$ cat config.mk
export PLATFORM = sky130hd
export DESIGN_NAME = ttc3_fuse_reader
export DESIGN_NICKNAME = d
export VERILOG_FILES = /design/src/rtl/ttc3_fuse_reader.sv
export SDC_FILE = /design/constraint.sdc
export NUM_CORES = 1
export LEC_CHECK = 0
export BUFFER_PORTS_ARGS = -buffer_cell sky130_fd_sc_hd__buf_2
export CAP_MARGIN = 15
export CORE_MARGIN = 1.5
export CORE_UTILIZATION = 35
export CTS_CLUSTER_DIAMETER = 50
export DETAILED_ROUTE_END_ITERATION = 12
export HOLD_SLACK_MARGIN = 0.05
export PLACE_DENSITY_LB_ADDON = 0.15
export SETUP_SLACK_MARGIN = 0.02
export SYNTH_ARGS = -nofsm -noshare
export SYNTH_HDL_FRONTEND = slang
export SYNTH_SLANG_ARGS = --single-unit
$ cat constraint.sdc
create_clock -name clock -period 1.9 [get_ports clock]
set_input_delay 0.19 -clock clock [delete_from_list [all_inputs] [get_ports clock]]
set_output_delay 0.19 -clock clock [all_outputs]
set_load 0.01 [all_outputs]
$ cat src/rtl/ttc3_fuse_reader.sv
// Sequences word reads from the eFuse/OTP macro after reset and assembles the device ID.
// Optional parity word check (XOR of all ID words) is enabled with `define FUSE_ECC_EN.
module ttc3_fuse_reader #(
  parameter int ID_WIDTH       = 128,
  parameter int WORD_WIDTH     = 32,
  parameter int ADDR_WIDTH     = 4,
  parameter int SETTLE_CYCLES  = 16,
  parameter int TIMEOUT_CYCLES = 64
) (
  input  logic                  clock,
  input  logic                  reset_n,
  output logic                  fuse_rd_req,
  output logic [ADDR_WIDTH-1:0] fuse_addr,
  input  logic [WORD_WIDTH-1:0] fuse_rd_data,
  input  logic                  fuse_rd_ack,
  output logic                  fuse_valid,
  output logic [ID_WIDTH-1:0]   fuse_id,
  output logic                  read_done,
  output logic                  read_error,
  output logic                  fuse_blank
);

  localparam int NUM_WORDS = ID_WIDTH / WORD_WIDTH;
`ifdef FUSE_ECC_EN
  localparam int NUM_READS = NUM_WORDS + 1;
`else
  localparam int NUM_READS = NUM_WORDS;
`endif
  localparam int SW = (SETTLE_CYCLES > 1) ? $clog2(SETTLE_CYCLES) : 1;
  localparam int TW = (TIMEOUT_CYCLES > 1) ? $clog2(TIMEOUT_CYCLES) : 1;
  localparam logic [SW-1:0] SETTLE_LAST  = SW'((SETTLE_CYCLES > 0) ? SETTLE_CYCLES - 1 : 0);
  localparam logic [TW-1:0] TIMEOUT_LAST = TW'((TIMEOUT_CYCLES > 0) ? TIMEOUT_CYCLES - 1 : 0);
  localparam logic [ADDR_WIDTH-1:0] LAST_IDX = ADDR_WIDTH'(NUM_READS - 1);

  localparam logic [2:0] SETTLE = 3'd0;
  localparam logic [2:0] REQ    = 3'd1;
  localparam logic [2:0] GAP    = 3'd2;
  localparam logic [2:0] CHECK  = 3'd3;
  localparam logic [2:0] DONE   = 3'd4;
  localparam logic [2:0] ERROR  = 3'd5;

  logic [2:0]            state_reg;
  logic [SW-1:0]         settle_cnt_reg;
  logic [TW-1:0]         timeout_cnt_reg;
  logic [ADDR_WIDTH-1:0] idx_reg;
  logic [WORD_WIDTH-1:0] word_reg [NUM_WORDS];
  logic [ID_WIDTH-1:0]   fuse_id_int;
  logic                  id_blank;

  genvar gi;
  generate
    for (gi = 0; gi < NUM_WORDS; gi++) begin : g_assemble
      assign fuse_id_int[gi*WORD_WIDTH +: WORD_WIDTH] = word_reg[gi];
    end
  endgenerate

  assign id_blank    = (fuse_id_int == '0);
  // Request is decoded from state so an asynchronous reset drops it at once.
  assign fuse_rd_req = (state_reg == REQ);
  assign fuse_addr   = idx_reg;

`ifdef FUSE_ECC_EN
  logic [WORD_WIDTH-1:0] parity_reg;
  logic [WORD_WIDTH-1:0] word_xor;

  always_comb begin
    word_xor = '0;
    for (int i = 0; i < NUM_WORDS; i++) word_xor = word_xor ^ word_reg[i];
  end

  always_ff @(posedge clock or negedge reset_n) begin
    if (!reset_n) begin
      parity_reg <= '0;
    end else if (state_reg == REQ && fuse_rd_ack && idx_reg == ADDR_WIDTH'(NUM_WORDS)) begin
      parity_reg <= fuse_rd_data;
    end
  end
`endif

  always_ff @(posedge clock or negedge reset_n) begin
    if (!reset_n) begin
      state_reg       <= SETTLE;
      settle_cnt_reg  <= '0;
      timeout_cnt_reg <= '0;
      idx_reg         <= '0;
      for (int i = 0; i < NUM_WORDS; i++) word_reg[i] <= '0;
      fuse_valid      <= 1'b0;
      fuse_id         <= '0;
      read_done       <= 1'b0;
      read_error      <= 1'b0;
      fuse_blank      <= 1'b0;
    end else begin
      case (state_reg)
        SETTLE: begin
          if (SETTLE_CYCLES == 0 || settle_cnt_reg == SETTLE_LAST) begin
            state_reg <= REQ;
            idx_reg   <= '0;
          end else begin
            settle_cnt_reg <= settle_cnt_reg + 1'b1;
          end
        end
        REQ: begin
          // An ack arriving on the final allowed cycle still counts as success.
          if (fuse_rd_ack) begin
            for (int i = 0; i < NUM_WORDS; i++)
              if (idx_reg == ADDR_WIDTH'(i)) word_reg[i] <= fuse_rd_data;
            state_reg <= GAP;
          end else if (timeout_cnt_reg == TIMEOUT_LAST) begin
            state_reg  <= ERROR;
            read_error <= 1'b1;
            read_done  <= 1'b1;
          end else begin
            timeout_cnt_reg <= timeout_cnt_reg + 1'b1;
          end
        end
        GAP: begin
          timeout_cnt_reg <= '0;
          if (idx_reg == LAST_IDX) begin
            state_reg <= CHECK;
          end else begin
            idx_reg   <= idx_reg + 1'b1;
            state_reg <= REQ;
          end
        end
        CHECK: begin
          read_done <= 1'b1;
`ifdef FUSE_ECC_EN
          if (id_blank && parity_reg == '0) begin
            fuse_blank <= 1'b1;
            state_reg  <= DONE;
          end else if (parity_reg != word_xor) begin
            read_error <= 1'b1;
            state_reg  <= ERROR;
          end else begin
            fuse_valid <= 1'b1;
            fuse_id    <= fuse_id_int;
            state_reg  <= DONE;
          end
`else
          if (id_blank) begin
            fuse_blank <= 1'b1;
          end else begin
            fuse_valid <= 1'b1;
            fuse_id    <= fuse_id_int;
          end
          state_reg <= DONE;
`endif
        end
        default: state_reg <= state_reg;
      endcase
    end
  end

endmodule

# == After elaboration in Yosys (flattened, before gate mapping) ==
# Index checks and enable logic that the tools add are counted.
# totals
reg_bits,277
latch_bits,0
ramBits,0
romBits,0
inputBits,35
output_inout_bits,137
word_cells,66
mem_count,0
# classes
add_sub_neg,3
multipliers,0
div_mod_pow,0
order_cmp,0
n_eq_ne,14
shifts,0
n_mux,14
bitwise,3
n_reduce_logical,19
# ops
cell,count
$logic_not A128 Y1,1
$reduce_and A3 Y1,9
$mux W6,2
$pmux W3 S4,1
$pmux W6 S2,1
$mux W3,3
$add A4 B1 Y4 const B,2
$eq A4 B2 Y1 const B,2
$mux W4,2
$ne A2 B2 Y1 const B,4
$pmux W4 S2,1
$add A6 B1 Y6 const B,1
$eq A3 B2 Y1 const B,2
$eq A6 B6 Y1 const B,1
$reduce_and A2 Y1,3
$reduce_bool A2 Y1,3
$eq A4 B1 Y1 const B,1
$eq A4 B4 Y1 const B,1
$logic_not A4 Y1,1
$reduce_bool A4 Y1,1
$eq A3 B1 Y1 const B,1
$logic_not A3 Y1,1
$ne A3 B1 Y1 const B,1
$not A1 Y1,3
other kinds (4),5

# == Longest topological paths before layout ==
# logic_depth
depth_word,4
ltp_mapped,7

# == Least setup slack after synthesis ==
# OpenSTA, ideal clock, no wires.
# synth_timing
kind,reg2reg
startpoint,"register word_reg, in the netlist fuse_id_int[0]"
endpoint,register fuse_id[32]
arrival_time_ns,1.812
setup_slack_ns,-0.037
path_stages_with_launch,8
path_cell_list,dfrtp_1 > nor4_1 > nand4_1 > nor4_2 > a21boi_1 > buf_4 > buf_6 > mux2_4
# synth_via
elab_chain_cells,3
# synth_lines
element,line,text
start: declaration,46,logic [WORD_WIDTH-1:0] word_reg [NUM_WORDS];
start signal: indexed assignment,106,if (idx_reg == ADDR_WIDTH'(i)) word_reg[i] <= fuse_rd_data;
$logic_not A128 Y1,57,assign id_blank = (fuse_id_int == '0);
$not A1 Y1 (no line),-,
$reduce_and A2 Y1 (no line),-,
end signal: assignment,144,fuse_id <= fuse_id_int;
end: declaration,17,"output logic [ID_WIDTH-1:0] fuse_id,"
# Every way passes these cells.
# A chain may end at the register's enable or synchronous reset.

# == Final worst setup path ==
# layout_timing
startpoint,"register word_reg, in the netlist fuse_id_int[104]"
endpoint,register fuse_id[16]
# The elaborated chain is that of the path after synthesis.

==> impl_results.md <==
- Outcome: finished with violations
- Failing checks: setup timing
- Clk slew on worst S/H paths: 0.06 ns
- Number of global-route vias before repair: 7436
- Setup violators final: 162
- Grt peak-use layer: met2
- H-tree Lvls: 2
- PortBufs: 171
- CP max stage delay: 0.39 ns
- Total CTS buffers: 36
- Mapped Area: 11200 um^2
- Setup ws final: -0.436 ns
- Starting Density: 35.6%
- PwrDens: 809 nW/um^2
- Setup crit start kind: flop
- Hold/Removal Path Class: input port to flop
- Mapped Cells: 686
- Met3 Use GR: 2.81%
- Area of the core: 31600 um^2
- Cell leakage power: 8.54 nW
- Die Wd: 182 um
- Netlist cell types: 38
- Antenna violations before repair: 1
- Clk Latency, worst-skew pair: 0.50 ns
- Peak supply drop: 504 uV
- Area growth syn-to-layout: 40.8%
- Antenna Nets Post-Route: 0
- Die Height: 182 um
- Total GRT Usage: 17.6%
- Wire length per cell: 20.0 um
- Routed vias/inst: 4.71
- CP required: 2.28 ns
- Final min period: 2.34 ns
- RSZ-0062 raised after global routing: true
- N_diodes: 0
- Crit path kind: flop to flop
- Total nets after synthesis: 727
- Maximum number of pins on one net before global-route repair: 56
- Gr ovfl total: 0
- Router iterations before antenna repair: 4
- 1st-iter DRT viols: 283
- Clk_skew: 0.0118 ns
- Final Net Count: 1131
- Maxcap violations: 0
- Final Util: 50.2%
- Relative slew slack: 58.2%
- Reg-to-Reg Start: fuse_id_int[104]
- Actual slew at the worst max-slew pin: 0.625 ns
- Layout cell share with drive strength beyond 1: 62.7%
- DP Wirelength: 19.3 mm
- CTS tree: built
- Avg Synthesized Cell Area: 16.4 um^2
- Number of I/O pins: 172
- Slowest-stage cell, CP: dfrtp_1
- Final Power: 0.0128 W
- Fin. max-slew vios: 0
- DRC violations left: 0
- Grt met2 use: 28.5%
- CP startpoint: fuse_id_int[104]
- WP buf/inv: 3
- GR Layer Usage met1: 24.6%
- Sequential area share after synthesis: 61.6%
- Via count: 7126
- Arrival time worst endpoint: 2.71 ns
- Final wirelength: 30.2 mm
- First-pass GRT wire length: 44.7 mm
- Family with the most delay on the worst path: simple AND/OR/NAND/NOR gates
- Fmax: 428 MHz
- Placer congestion estimate: 0.710
- Root Driver: clkbuf_16
- CP dominant cell by count: buf_4
- Hold Crit Start: fuse_rd_data[24]
- Yosys warns: 0
- Period utilization: 123%
- Critical-path cell list: nor4_1 > buf_4 > nand4_1 > nor4_2 > buf_4 > a21boi_4 > buf_12 > mux2_4
- FP Rows: 65
- Sink Count: 277
- Die ar.: 33200 um^2
- Fin. Hold Viols: 0
- CP Capture Type: flop
- Largest fanout on the critical path: 11
- Clock buffer depth: 3
- FF+latch count, synth: 277
==> cell families after synthesis <==
logic type	after synthesis	synth area share (%)
AOI/OAI and AO/OA	12	0.801
xor gates and xnor gates	8	0.623
adders and majority gates	6	0.668
buffers and inverters	31	1.93
DFF	277	61.6
muxes	259	29.6
and+or+nand+nor	93	4.78
==> timing repair <==
item / in CTS / in global routing
pin swaps: 3 / 7
hold buffers: 33 / 0
setup buffers: 0 / 3
hold endpoints to repair: 328 / 0
setup endpoints to repair: 185 / 225
gates resized for setup: 12 / 28
gates cloned: 1 / 12
==> where the power goes <==
| part | internal [W] | switching (W) |
|---|---|---|
| clock | 0.00415 | 0.00247 |
| sequential | 0.00590 | 0 |
| combinational | 0.0000983 | 0.000191 |
| total | 0.0101 | 0.00266 |
==> final timing paths <==
kind / endpoint / slack (ns) / depth (start not counted)
min: fuse_id_int[56] / 0.07 / 2
min in group asynchronous: fuse_id[112] / 0.22 / 2
max: fuse_id[16] / -0.44 / 8
max in group asynchronous: fuse_id_int[37] / 1.01 / 3
max reg2reg: fuse_id[16] / -0.44 / 8
min reg2reg: fuse_blank / 0.47 / 1
==> cell usage after synthesis, drive strengths merged <==
master / count / area share (%)
o21ai: 3 / 0.13
nor4bb: 1 / 0.089
nand3: 6 / 0.27
or2: 2 / 0.11
nor2: 13 / 0.43
a21oi: 3 / 0.13
nand4: 9 / 0.50
inv: 3 / 0.10
and3: 4 / 0.22
and2: 1 / 0.056
xnor2: 2 / 0.16
a32o: 1 / 0.089
or4b: 1 / 0.089
a21boi: 1 / 0.067
nor3b: 2 / 0.18
a31o: 1 / 0.078
buf: 25 / 1.7
nor2b: 3 / 0.17
mux2: 257 / 29
ha: 6 / 0.67
clkbuf: 3 / 0.11
a31oi: 3 / 0.30
or3: 1 / 0.056
mux2i: 2 / 0.18
dfrtp: 277 / 62
nor3: 3 / 0.18
nor4: 34 / 2.0
nand2: 13 / 0.43
xor2: 6 / 0.47
==> cell usage in the layout, fill, tap and decap left out, types with 2 or more instances in the layout <==
cell / count
dfrtp_1: 276
buf_2: 169
buf_4: 164
mux2_2: 144
mux2_4: 113
clkbuf_16: 44
dlygate4sd3_1: 33
nor4_1: 20
buf_12: 15
nor2_1: 13
nor4_2: 11
nand4_1: 9
nand2_1: 9
clkbuf_1: 8
xor2_1: 6
ha_1: 6
nand3_1: 5
clkbuf_8: 5
and3_1: 4
inv_1: 3
nor4_4: 3
nand2_2: 3
o21ai_0: 3
a21oi_1: 3
nor2b_1: 3
clkinv_2: 3
bufinv_16: 3
buf_6: 3
a21boi_4: 2
nor3_1: 2
a31oi_1: 2
xnor2_1: 2
mux2i_1: 2
inv_6: 2
==> per-stage QoR <==
stage               TNS [ns]  cell area, um^2  instances  setup slack, ns  hold slack [ns]
finish                -53.56            15800       1512           -0.436           0.0727
global route          -73.33            15800       1512           -0.520           0.0689
CTS                   -56.84            15500       1497           -0.478           0.0542
detailed placement    -86.63            13900       1405           -0.689            0.155
global placement      -73.62            13900       1405           -0.582            0.156
floorplan              -3.27            11300        686          -0.0344           -0.106
==> layer usage <==
layer  up-vias  routed length, um
met5         -                  0
met1      3647              14400
met4         0                559
met2       130              14300
li1       3306                  -
met3        43               1030
==> cell type report <==
cell class	instances	area (um^2)
Multi-Input combinational cell	379	4280
Inverter	3	11.3
Clock buffer	50	1020
Clock inverter	8	123
Timing Repair Buffer	393	2960
Tap cell	402	503
Fill cell	2759	15700
Sequential cell	277	6930
Note: power is estimated with default switching activity, not from simulation.
